### config.mk
export PLATFORM = sky130hd
export DESIGN_NAME = sc_dmem_arbiter
export DESIGN_NICKNAME = d
export VERILOG_FILES = /design/src/rtl/sc_arb_pkg.sv /design/src/rtl/sc_arb_starve_ctr.sv /design/src/rtl/sc_dmem_arbiter.sv
export SDC_FILE = /design/constraint.sdc
export NUM_CORES = 1
export LEC_CHECK = 0
export CELL_PAD_IN_SITES_DETAIL_PLACEMENT = 0
export CELL_PAD_IN_SITES_GLOBAL_PLACEMENT = 1
export CORE_UTILIZATION = 10
export CTS_CLUSTER_DIAMETER = 60
export DETAILED_ROUTE_END_ITERATION = 16
export MAX_ROUTING_LAYER = met4
export PLACE_DENSITY = 0.85
export SLEW_MARGIN = 20
export SYNTH_ARGS = -nofsm -noshare
export SYNTH_HDL_FRONTEND = slang
export SYNTH_HIERARCHICAL = 1
export SYNTH_SLANG_ARGS = --single-unit
### constraint.sdc
create_clock -name clock -period 3 [get_ports clock]
set_input_delay 0.9 -clock clock [delete_from_list [all_inputs] [get_ports clock]]
set_output_delay 0.9 -clock clock [all_outputs]
set_load 0.05 [all_outputs]
### src/rtl/sc_arb_pkg.sv
// Purpose: shared types and constants for the two-master data-memory arbiter.
// Latency: n/a (declarations only).
// Backpressure: n/a.
package sc_arb_pkg;

   // Width of the master-1 starvation counter (holds 0..15).
   localparam int STARVE_W       = 4;

   // Default number of consecutive denied master-1 cycles before a forced grant.
   localparam int STARVE_MAX_DEF = 4;

   // Read-response state: which master, if any, owns the data returning this cycle.
   typedef enum logic [1:0] {
      IDLE = 2'd0,
      RD0  = 2'd1,
      RD1  = 2'd2
   } rsp_state_e;

endpackage

### src/rtl/sc_arb_starve_ctr.sv
// Purpose: saturating count of consecutive cycles a requester was left waiting.
// Latency: count_o reflects the previous cycle's req/gnt (registered).
// Backpressure: none; clears whenever the requester is granted or withdraws.
//
// Ports:
//   clock, resetn : clock and asynchronous active-low reset
//   req_i, gnt_i  : requester's request and grant for this cycle
//   count_o       : current number of consecutive denied cycles, capped at MAX
module sc_arb_starve_ctr
   import sc_arb_pkg::*;
#(
   parameter int MAX = STARVE_MAX_DEF
) (
   input  logic                clock,
   input  logic                resetn,
   input  logic                req_i,
   input  logic                gnt_i,
   output logic [STARVE_W-1:0] count_o
);

   localparam logic [STARVE_W-1:0] MAX_C = STARVE_W'(MAX);

   logic [STARVE_W-1:0] count_q;
   logic [STARVE_W-1:0] count_d;

   always_comb begin
      count_d = count_q;
      if (gnt_i || !req_i) begin
         // A grant or a dropped request both end the waiting streak.
         count_d = '0;
      end else if (count_q != MAX_C) begin
         count_d = count_q + 1'b1;
      end
   end

   always_ff @(posedge clock or negedge resetn) begin
      if (!resetn) begin
         count_q <= '0;
      end else begin
         count_q <= count_d;
      end
   end

   assign count_o = count_q;

endmodule

### src/rtl/sc_dmem_arbiter.sv
// Purpose: shares one data-memory port between the CPU (m0, priority) and a secondary master (m1).
// Latency: grant and memory drive same cycle; read data/valid returned one cycle after the grant.
// Backpressure: a denied master sees gnt=0 and must hold req; nothing is buffered here.
//
// Ports:
//   clock, resetn                         : clock and asynchronous active-low reset
//   mN_req/we/addr/wdata                  : master N access request (one cycle per access)
//   mN_gnt                                : access accepted this cycle
//   mN_rvalid/rdata                       : read response, one cycle after a granted read
//   mem_addr/wdata/we, mem_rdata          : single data-memory port (1-cycle read latency)
//   starve_cnt                            : consecutive denied master-1 cycles (debug)
module sc_dmem_arbiter
   import sc_arb_pkg::*;
#(
   parameter int ADDR_W     = 32,
   parameter int DATA_W     = 32,
   parameter int STARVE_MAX = STARVE_MAX_DEF
) (
   input  logic                clock,
   input  logic                resetn,
   input  logic                m0_req,
   input  logic                m0_we,
   input  logic [ADDR_W-1:0]   m0_addr,
   input  logic [DATA_W-1:0]   m0_wdata,
   output logic                m0_gnt,
   output logic                m0_rvalid,
   output logic [DATA_W-1:0]   m0_rdata,
   input  logic                m1_req,
   input  logic                m1_we,
   input  logic [ADDR_W-1:0]   m1_addr,
   input  logic [DATA_W-1:0]   m1_wdata,
   output logic                m1_gnt,
   output logic                m1_rvalid,
   output logic [DATA_W-1:0]   m1_rdata,
   output logic [ADDR_W-1:0]   mem_addr,
   output logic [DATA_W-1:0]   mem_wdata,
   output logic                mem_we,
   input  logic [DATA_W-1:0]   mem_rdata,
   output logic [STARVE_W-1:0] starve_cnt
);

   localparam logic [STARVE_W-1:0] STARVE_MAX_C = STARVE_W'(STARVE_MAX);

   logic       force1;
   logic       win0;
   logic       win1;
   rsp_state_e state_q;
   logic       m0_rvalid_q;
   logic       m1_rvalid_q;

   // ---------------------------------------------------------------
   // Arbitration: m0 has priority unless m1 has waited STARVE_MAX cycles.
   // ---------------------------------------------------------------
   assign force1 = (starve_cnt == STARVE_MAX_C) && m1_req;
   assign win1   = force1 || (m1_req && !m0_req);
   assign win0   = m0_req && !win1;

   assign m0_gnt = win0;
   assign m1_gnt = win1;

   // Only the winner's inputs reach memory; a non-requesting master's
   // we/addr/wdata may be X and are never looked at.
   always_comb begin
      mem_addr  = '0;
      mem_wdata = '0;
      mem_we    = 1'b0;
      if (win1) begin
         mem_addr  = m1_addr;
         mem_wdata = m1_wdata;
         mem_we    = m1_we;
      end else if (win0) begin
         mem_addr  = m0_addr;
         mem_wdata = m0_wdata;
         mem_we    = m0_we;
      end
   end

   sc_arb_starve_ctr #(
      .MAX     (STARVE_MAX)
   ) u_starve (
      .clock   (clock),
      .resetn  (resetn),
      .req_i   (m1_req),
      .gnt_i   (win1),
      .count_o (starve_cnt)
   );

   // ---------------------------------------------------------------
   // Response tracking: remembers who issued the read that memory is
   // answering this cycle. A new grant may overlap an outstanding
   // response, giving one access per cycle.
   // ---------------------------------------------------------------
   always_ff @(posedge clock or negedge resetn) begin
      if (!resetn) begin
         state_q     <= IDLE;
         m0_rvalid_q <= 1'b0;
         m1_rvalid_q <= 1'b0;
      end else begin
         if (win0 && !m0_we) begin
            state_q     <= RD0;
            m0_rvalid_q <= 1'b1;
            m1_rvalid_q <= 1'b0;
         end else if (win1 && !m1_we) begin
            state_q     <= RD1;
            m0_rvalid_q <= 1'b0;
            m1_rvalid_q <= 1'b1;
         end else begin
            // Writes and idle cycles produce no response.
            state_q     <= IDLE;
            m0_rvalid_q <= 1'b0;
            m1_rvalid_q <= 1'b0;
         end
      end
   end

   assign m0_rvalid = m0_rvalid_q;
   assign m1_rvalid = m1_rvalid_q;

   // Memory data is only forwarded to the owner; zero otherwise.
   assign m0_rdata  = (state_q == RD0) ? mem_rdata : '0;
   assign m1_rdata  = (state_q == RD1) ? mem_rdata : '0;

endmodule

Word level (Yosys, flattened, before mapping)
Cells that the tools add are included.
{"block": "word_totals", "register_bits": 8, "latchBits": 0, "ram_bits": 0, "mem_bits_ro": 0, "inputBits": 166, "out_inout_bits": 137, "wordCells": 37, "n_memories": 0}
{"block": "classes", "n_addsub": 1, "multipliers": 0, "div_mod_pow": 0, "magnitude_cmp": 0, "n_eq_ne": 4, "shift": 0, "mux": 15, "n_bitwise": 0, "reduce_logical": 13}
{"operator": "$mux W32", "count": 6}
{"operator": "$mux W4", "count": 2}
{"operator": "$logic_and A1 B1 Y1", "count": 5}
{"operator": "$logic_not A1 Y1", "count": 5}
{"operator": "$mux W1", "count": 5}
{"operator": "$add A4 B1 Y4 const B", "count": 1}
{"operator": "$eq A4 B3 Y1 const B", "count": 1}
{"operator": "$mux W2", "count": 2}
{"operator": "$ne A4 B3 Y1 const B", "count": 1}
{"operator": "$eq A2 B1 Y1 const B", "count": 1}
{"operator": "$eq A2 B2 Y1 const B", "count": 1}
{"operator": "$logic_or A1 B1 Y1", "count": 2}
{"operator": "$reduce_bool A2 Y1", "count": 1}

Logic depth before layout (Yosys ltp)
Gate-level depths: netlist of run 1.
{"block": "depth", "ltp_word": 7, "mapped_depth": 5, "ltp_nobuf": 4}

Hierarchy
Netlist of run 1, hierarchy kept.
{"module": "sc_dmem_arbiter", "n_inst": 1, "cells_per_inst": 159, "area_per_inst_um2": 1213.7, "seq_area_each_um2": 50.0}
{"module": "sc_arb_starve_ctr", "n_inst": 1, "cells_per_inst": 24, "area_per_inst_um2": 254.0, "seq_area_each_um2": 100.1}

Worst setup path after synthesis of run 1
OpenSTA, ideal clock, no wires.
{"block": "synth_timing", "path_type": "input-to-output", "start": "input m1_req", "end": "output mem_addr[23]", "arrival_time_ns": 2.328, "t_required_ns": 2.100, "setup_slack_ns": -0.228, "path_stages": 4, "path_buffers": 1, "cell_sequence": "inv_1 > o21a_1 > clkbuf_1 > a22o_1"}
{"block": "synth_between", "elab_chain_len": 6, "word_cells_on_any_way": 7, "classes_between": "2 x mux; 5 x reduce/logical"}
{"element": "start: declaration", "line": "sc_dmem_arbiter.sv:28", "text": "input logic m1_req,"}
{"element": "$logic_and A1 B1 Y1 (on tied branches)", "line": "sc_dmem_arbiter.sv:54, sc_dmem_arbiter.sv:55"}
{"element": "$logic_or A1 B1 Y1 *", "line": "sc_dmem_arbiter.sv:55", "text": "assign win1 = force1 || (m1_req && !m0_req);"}
{"element": "$logic_not A1 Y1 *", "line": "sc_dmem_arbiter.sv:56", "text": "assign win0 = m0_req && !win1;"}
{"element": "$logic_and A1 B1 Y1 *", "line": "sc_dmem_arbiter.sv:56"}
{"element": "via m0_gnt", "line": "sc_dmem_arbiter.sv:25", "text": "output logic m0_gnt,"}
{"element": "$mux W32 *", "line": "sc_dmem_arbiter.sv:71", "text": "end else if (win0) begin"}
{"element": "$mux W32 *", "line": "sc_dmem_arbiter.sv:67", "text": "if (win1) begin"}
{"element": "end: declaration", "line": "sc_dmem_arbiter.sv:35", "text": "output logic [ADDR_W-1:0] mem_addr,"}
The timed path passes the listed nets; every way through them passes the cells marked *.

Worst setup path in the final report of run 1
{"block": "layout_timing", "start": "register u_starve.count_q[1], in the netlist u_starve/count_o[1]", "end": "output mem_addr[21]"}
{"block": "layout_between", "elab_chain_len": 7}
{"element": "start: declaration", "line": "sc_arb_starve_ctr.sv:23", "text": "logic [STARVE_W-1:0] count_q;"}
{"element": "start signal: assignment", "line": "sc_arb_starve_ctr.sv:40", "text": "count_q <= count_d;"}
{"element": "$eq A4 B3 Y1 *", "line": "sc_dmem_arbiter.sv:54", "text": "assign force1 = (starve_cnt == STARVE_MAX_C) && m1_req;"}
{"element": "$logic_and A1 B1 Y1 *", "line": "sc_dmem_arbiter.sv:54"}
{"element": "$logic_or A1 B1 Y1 *", "line": "sc_dmem_arbiter.sv:55"}
{"element": "$logic_not A1 Y1", "line": "sc_dmem_arbiter.sv:56"}
{"element": "$logic_and A1 B1 Y1", "line": "sc_dmem_arbiter.sv:56"}
{"element": "$mux W32", "line": "sc_dmem_arbiter.sv:71"}
{"element": "$mux W32 *", "line": "sc_dmem_arbiter.sv:67"}
Mark *: on every way between the ends. The rest lies on a longest branch, timed or not.

==> flow_metrics.env, run 1 <==
export IMPL_synth_cell_types=22
export IMPL_clk_insertion_delay_late_ns=0.23
export IMPL_pre_cts_ws_ns=-0.242
export IMPL_synth_adder_area_share=0.0171
export IMPL_cp_required_ns=2.10
export IMPL_slowest_delay_ns=0.58
export IMPL_drive_above_1_share=0.414
export IMPL_die_width_um=123
export IMPL_powerDensity_nw_per_um2=253
export IMPL_synth_compound_area_frac=0.405
export IMPL_groute_usage_overall=0.131
export IMPL_setup_viol=0
export IMPL_ys_warnings_count=6
export IMPL_fin_nets=655
export IMPL_core_um2=14100
export IMPL_final_core_util=0.448
export IMPL_num_vias=2729
export IMPL_areaGrowthSynthToFinish_pct=330
export IMPL_routabilityCongestion=0.723
export IMPL_ys_top_cells_by_area="a22o_1 (39%), and2_1 (28%), dfrtp_1 (10%)"
export IMPL_critPathSlowestCell="or4b_4"
export IMPL_hold_violations=0
export IMPL_path_buf_inv=2
export IMPL_synth_mux_area_frac=0.0205
export IMPL_synth_top_cell_by_area="a22o_1"
export IMPL_fin_crit_sh=0.992
export IMPL_relSlewSlack=0.615
export IMPL_dieArea_um2=15200
export IMPL_post_route_min_period_ns=2.97
export IMPL_cts_max_level=1
export IMPL_rrSetupSlack_ns=1.14
export IMPL_grt_pass1_wl_um=14900
export IMPL_arrival_ns=2.07
export IMPL_cts_made_buffers=3
export IMPL_vias_per_cell=4.10
export IMPL_grt_max_degree=31
export IMPL_synth_fp_nets=351
export IMPL_cts_hold_buf=0
export IMPL_drt_iter0_drc=67
export IMPL_worstSetupEndpointType="output port"
export IMPL_wl_met3_um=934
export IMPL_tightest_slew_ns=0.575
export IMPL_routed_wl_um=11100
export IMPL_antenna_found_initial=0
export IMPL_p_leak_uw=0.00263
export IMPL_synth_simple_area_share=0.353
export IMPL_ys_async_sr_fraction=1.00
export IMPL_rsz0062_at_grt="true"
export IMPL_hp_start="u_starve/count_o[3]$_DFFE_PN0P_"
export IMPL_synth_seq_area_share=0.102
export IMPL_cts_buffer_depth=2
export IMPL_cp_start_kind="flop"
export IMPL_grt_remaining_overflow=0
export IMPL_ant_nets=0
export IMPL_worst_hold_path_type="flop to flop"
export IMPL_synth_area_um2=1470
export IMPL_cp_top_family="simple AND/OR/NAND/NOR gates"
export IMPL_die_height_um=123
export IMPL_grt_pass1_vias=2814
export IMPL_cts_sinks=6
export IMPL_ys_seq_elements=6
export IMPL_routedWlPerCell_um=16.6
export IMPL_crit_chain="or4b_4, o21a_4, buf_12, a22o_2, buf_12"
export IMPL_layout_setup_ws_ns=0.0252
export IMPL_hold_path_cell_count=2
export IMPL_fmax_mhz=336
export IMPL_r2r_end="u_starve/count_o[3]$_DFFE_PN0P_"
export IMPL_maxCapViolCount=0
export IMPL_port_buffers=302
export IMPL_synth_edf_count=0
export IMPL_synth_top_area_frac=0.388
export IMPL_synthFlopType="dfrtp_1"
export IMPL_worstPathMaxFanout=23
export IMPL_drc=0
export IMPL_cp_common_cell="buf_12"
export IMPL_tns_ns=0
export IMPL_cts_tree="yes"
export IMPL_rows=43
export IMPL_ios=303
export IMPL_drt_met1_wl_um=3970
export IMPL_r2r_start="u_starve/count_o[2]$_DFFE_PN0P_"
export IMPL_vdd_ir_drop_max_mv=0.130
export IMPL_syn_instance_count=183
export IMPL_drv_slew=0
export IMPL_diodes=0
export IMPL_wl_met2_um=6080
export IMPL_synth_commonest_cells="a22o_1 (65), and2_1 (65), clkbuf_1 (9)"
export IMPL_cts_root_buf="clkbuf_16"
export IMPL_hpwl_um=9170
export IMPL_top_layer_used="met4"
export IMPL_skew_ns=0.00244
export IMPL_reg2regPathDepth=6
export IMPL_synth_top_family_by_area="compound AO/OA/AOI/OAI gates"
export IMPL_synth_xor_area_frac=0
export IMPL_hold_end="u_starve/count_o[2]$_DFFE_PN0P_"
export IMPL_critical_path_class="flop to output port"
export IMPL_drtPass1Iterations=4
export IMPL_path_clk_slew_ns=0.04
export IMPL_avgSynthCellArea_um2=8.02
export IMPL_start_util=0.104
export IMPL_status="finished, final reports clean"
state kept, by name, summed over array words and instances (netlist names):
signal	flops
u_starve/count_o	4
m1_rvalid	1
state_q	1
how the worst max path moves through the flow:
stage	slack [ns]	to	startpoint	depth (start not counted)
final	0.03	mem_addr[21]	u_starve/count_o[1]$_DFFE_PN0P_	5
after global routing	-0.006	mem_addr[19]	u_starve/count_o[1]$_DFFE_PN0P_	5
after CTS	0.01	mem_wdata[15]	u_starve/count_o[0]$_DFFE_PN0P_	6
after detailed placement	-0.24	mem_wdata[19]	m1_req	6
after global placement	-0.23	mem_addr[11]	m1_req	6
after floorplan	0.007	mem_addr[23]	u_starve/count_o[0]$_DFFE_PN0P_	4
through the flow:
stage	total power, uW	hold WS, ns	cell area (um^2)	cells
floorplan	617	0.604	1520	183
global placement	1330	0.610	6050	654
detailed placement	1340	0.648	6050	654
CTS	1590	0.655	6230	664
global route	1660	0.703	6310	666
finish	1600	0.666	6310	666
worst min-delay path, cell delays in order (launching register included):
cell       delay, ns
dfrtp_1         0.41
nand2b_1        0.13
a2111oi_0       0.08
power breakdown:
group          leakage (uW)  switching, uW  internal, uW  total, uW
Clock             0.0000382           48.3           177        225
Combinational       0.00252            604           682       1290
Sequential        0.0000777           3.61          85.9       89.5
Total               0.00263            656           944       1600
what timing repair did:
item,in CTS,in global routing
hold endpoints to repair,0,0
resized for setup,9,6
cloned,2,2
pin swaps,2,3
setup buffers,4,0
setup endpoints to repair,65,53
layout by cell type (no fill, tap or decap):
master,instances
nor2b_1,2
dfrtp_1,4
dlygate4sd2_1,1
clkbuf_16,5
clkbuf_1,1
buf_16,2
inv_1,3
a22o_1,23
or4b_1,1
mux2i_1,3
and3b_1,1
o21a_4,1
clkdlybuf4s50_1,169
nor2_1,1
and2_1,65
dfrtp_2,2
or4b_4,1
or3b_1,1
inv_2,1
a2111oi_0,1
buf_6,3
nand3_1,1
clkdlybuf4s15_1,1
a22o_4,4
nand2b_1,1
a21oi_4,1
a22o_2,38
nand3b_1,4
buf_12,133
nor2b_2,2
buf_4,8
ha_1,2
logic make-up after synthesis:
kind of cell    after synthesis
flops                         6
buf+inv                      24
fa+ha+maj                     2
simple gates                 80
mux                           3
compound gates               68
layout make-up:
| type | instances | area (um^2) |
|---|---|---|
| timing repair buffer | 319 | 4570 |
| multi-input combinational | 153 | 1270 |
| fill | 1258 | 7780 |
| tap | 180 | 225 |
| inverter | 4 | 15.0 |
| sequential | 6 | 153 |
| clock buffer | 4 | 78.8 |
metal layers:
metal / up-vias / global-route usage
li1: 1287 / -
met4: 0 / 0.0233
met3: 6 / 0.0198
met5: - / -
met1: 1252 / 0.137
met2: 184 / 0.258
Power figures use the tool's default switching activity.
==> run 2, diff against run 1 <==
--- a/config.mk
+++ b/config.mk
@@ -7,11 +7,13 @@
 export LEC_CHECK = 0
 export CELL_PAD_IN_SITES_DETAIL_PLACEMENT = 0
 export CELL_PAD_IN_SITES_GLOBAL_PLACEMENT = 1
+export CORE_MARGIN = 8
 export CORE_UTILIZATION = 10
 export CTS_CLUSTER_DIAMETER = 60
 export DETAILED_ROUTE_END_ITERATION = 16
 export MAX_ROUTING_LAYER = met4
 export PLACE_DENSITY = 0.85
+export SETUP_SLACK_MARGIN = 0.1
 export SLEW_MARGIN = 20
 export SYNTH_ARGS = -nofsm -noshare
 export SYNTH_HDL_FRONTEND = slang
==> run 2 against run 1 <==
Net effect: combinational power up 5%; sequential share of layout area down 0.088 points; worst hold slack worse by 0.028 ns; first-iteration DRC count down 34%; die area up 24%; clock power about the same; routed wire length up 28%; final cell count up 2.1%.
==> flow_metrics.env, run 2 (synthesized netlist as in run 1, its figures left out) <==
export IMPL_status="finished, final reports clean"
export IMPL_grt_pass1_wl_um=17900
export IMPL_tns_ns=0
export IMPL_slowest_delay_ns=0.59
export IMPL_grt_pass1_vias=3105
export IMPL_drt_iter0_drc=44
export IMPL_drt_met1_wl_um=5410
export IMPL_fin_nets=665
export IMPL_routabilityCongestion=0.766
export IMPL_crit_start="u_starve/count_o[1]$_DFFE_PN0P_"
export IMPL_routed_wl_um=14200
export IMPL_ios=303
export IMPL_grt_remaining_overflow=0
export IMPL_drc=0
export IMPL_cts_sinks=6
export IMPL_fin_crit_sh=0.992
export IMPL_worst_hold_path_type="flop to flop"
export IMPL_largest_reg_flops=4
export IMPL_cts_tree="yes"
export IMPL_wl_met3_um=1360
export IMPL_cp_common_cell="buf_12"
export IMPL_dieArea_um2=18800
export IMPL_hpwl_um=11000
export IMPL_rsz0062_at_grt="true"
export IMPL_crit_chain="or4b_4, a21oi_4, buf_6, buf_12, a22o_1, buf_12"
export IMPL_worstPathMaxFanout=15
export IMPL_p_leak_uw=0.00279
export IMPL_drive_above_1_share=0.435
export IMPL_worstSetupEndpointType="output port"
export IMPL_place_inst=658
export IMPL_drtPass1Iterations=4
export IMPL_fillers=1289
export IMPL_cp_start_kind="flop"
export IMPL_vias_per_cell=4.11
export IMPL_tightest_slew_ns=0.588
export IMPL_multi_input_area_um2=1450
export IMPL_post_route_min_period_ns=2.98
export IMPL_hold_violations=0
export IMPL_ant_nets=0
export IMPL_die_width_um=137
export IMPL_most_common_layout_cells="clkdlybuf4s50_1 (169), buf_12 (133), and2_1 (65)"
export IMPL_critical_path_class="flop to output port"
export IMPL_regArea_um2=155
export IMPL_die_height_um=137
export IMPL_core_um2=14400
export IMPL_final_common_cell="clkdlybuf4s50_1"
export IMPL_relSlewSlack=0.607
export IMPL_final_core_util=0.462
export IMPL_maxCapViolCount=0
export IMPL_cts_max_level=1
export IMPL_port_buffers=302
export IMPL_fmax_mhz=336
export IMPL_grt_max_degree=33
export IMPL_antenna_found_initial=0
export IMPL_cp_top_family="simple AND/OR/NAND/NOR gates"
export IMPL_critPathSlowestCell="or4b_4"
export IMPL_cp_required_ns=2.10
export IMPL_num_vias=2795
export IMPL_clk_insertion_delay_late_ns=0.23
export IMPL_cts_hold_buf=0
export IMPL_cts_root_buf="clkbuf_16"
export IMPL_routedWlPerCell_um=20.9
export IMPL_wl_met2_um=7370
export IMPL_powerDensity_nw_per_um2=251
export IMPL_top_layer_used="met4"
export IMPL_groute_usage_overall=0.126
export IMPL_setup_viol=0
export IMPL_arrival_ns=2.08
export IMPL_drv_slew=0
export IMPL_cts_made_buffers=3
export IMPL_start_util=0.102
export IMPL_hp_start="u_starve/count_o[3]$_DFFE_PN0P_"
export IMPL_diodes=0
export IMPL_vdd_ir_drop_max_mv=0.155
export IMPL_path_buf_inv=3
export IMPL_path_clk_slew_ns=0.04
export IMPL_rows=44
export IMPL_r2r_start="u_starve/count_o[2]$_DFFE_PN0P_"
export IMPL_skew_ns=0.00515
export IMPL_areaGrowthSynthToFinish_pct=354
export IMPL_final_cells=680
export IMPL_cts_buffer_depth=2
-- run 2: power breakdown --
group          internal (uW)  switching (uW)
Sequential              85.9            3.25
Clock                    176            47.3
Combinational            724             637
Total                    986             688
-- run 2: worst reg2reg max path, stage by stage (launching register included) --
cell     delay (ns)
dfrtp_2        0.43
or4b_4         0.26
a21oi_4        0.07
buf_6          0.14
buf_6          0.15
or4b_1         0.53
mux2i_1        0.18
-- run 2: stage by stage --
stage | power, uW | hold WS [ns] | worst slack [ns] | area [um^2]
after floorplan | 617 | 0.604 | 0.100 | 1520
after global placement | 1340 | 0.598 | -0.223 | 6050
after detailed placement | 1350 | 0.612 | -0.232 | 6050
after CTS | 1620 | 0.626 | -0.000391 | 6320
after global routing | 1730 | 0.712 | -0.0206 | 6660
final | 1670 | 0.638 | 0.0234 | 6660
-- run 2: what timing repair did --
item	CTS	global route
pin swaps	2	14
cloned	3	9
setup endpoints to repair	66	65
setup buffers	3	3
gates resized for setup	18	25
-- run 2: final timing paths --
kind                                              endpoint  slack [ns]  depth (start not counted)
hold / removal             u_starve/count_o[2]$_DFFE_PN0P_        0.64                          2
min in group asynchronous  u_starve/count_o[3]$_DFFE_PN0P_        0.91                          1
setup / recovery                             mem_wdata[21]        0.02                          6
hold reg to reg            u_starve/count_o[2]$_DFFE_PN0P_        0.64                          2
setup reg to reg           u_starve/count_o[3]$_DFFE_PN0P_        1.15                          6
max in group asynchronous  u_starve/count_o[1]$_DFFE_PN0P_        1.85                          1
-- run 2: cell type report --
cell class / count / area share
multi-input cells: 154 / 0.218
clock buffers: 4 / 0.0118
flip-flops and latches: 6 / 0.0233
well taps: 184 / 0.0346
inverters: 4 / 0.00225
repair buffers: 328 / 0.710
-- run 2: routing by layer --
| metal | vias up | GRT usage |
|---|---|---|
| li1 | 1310 | - |
| met1 | 1275 | 0.135 |
| met2 | 203 | 0.233 |
| met3 | 7 | 0.0297 |
| met4 | 0 | 0.0181 |
| met5 | - | - |
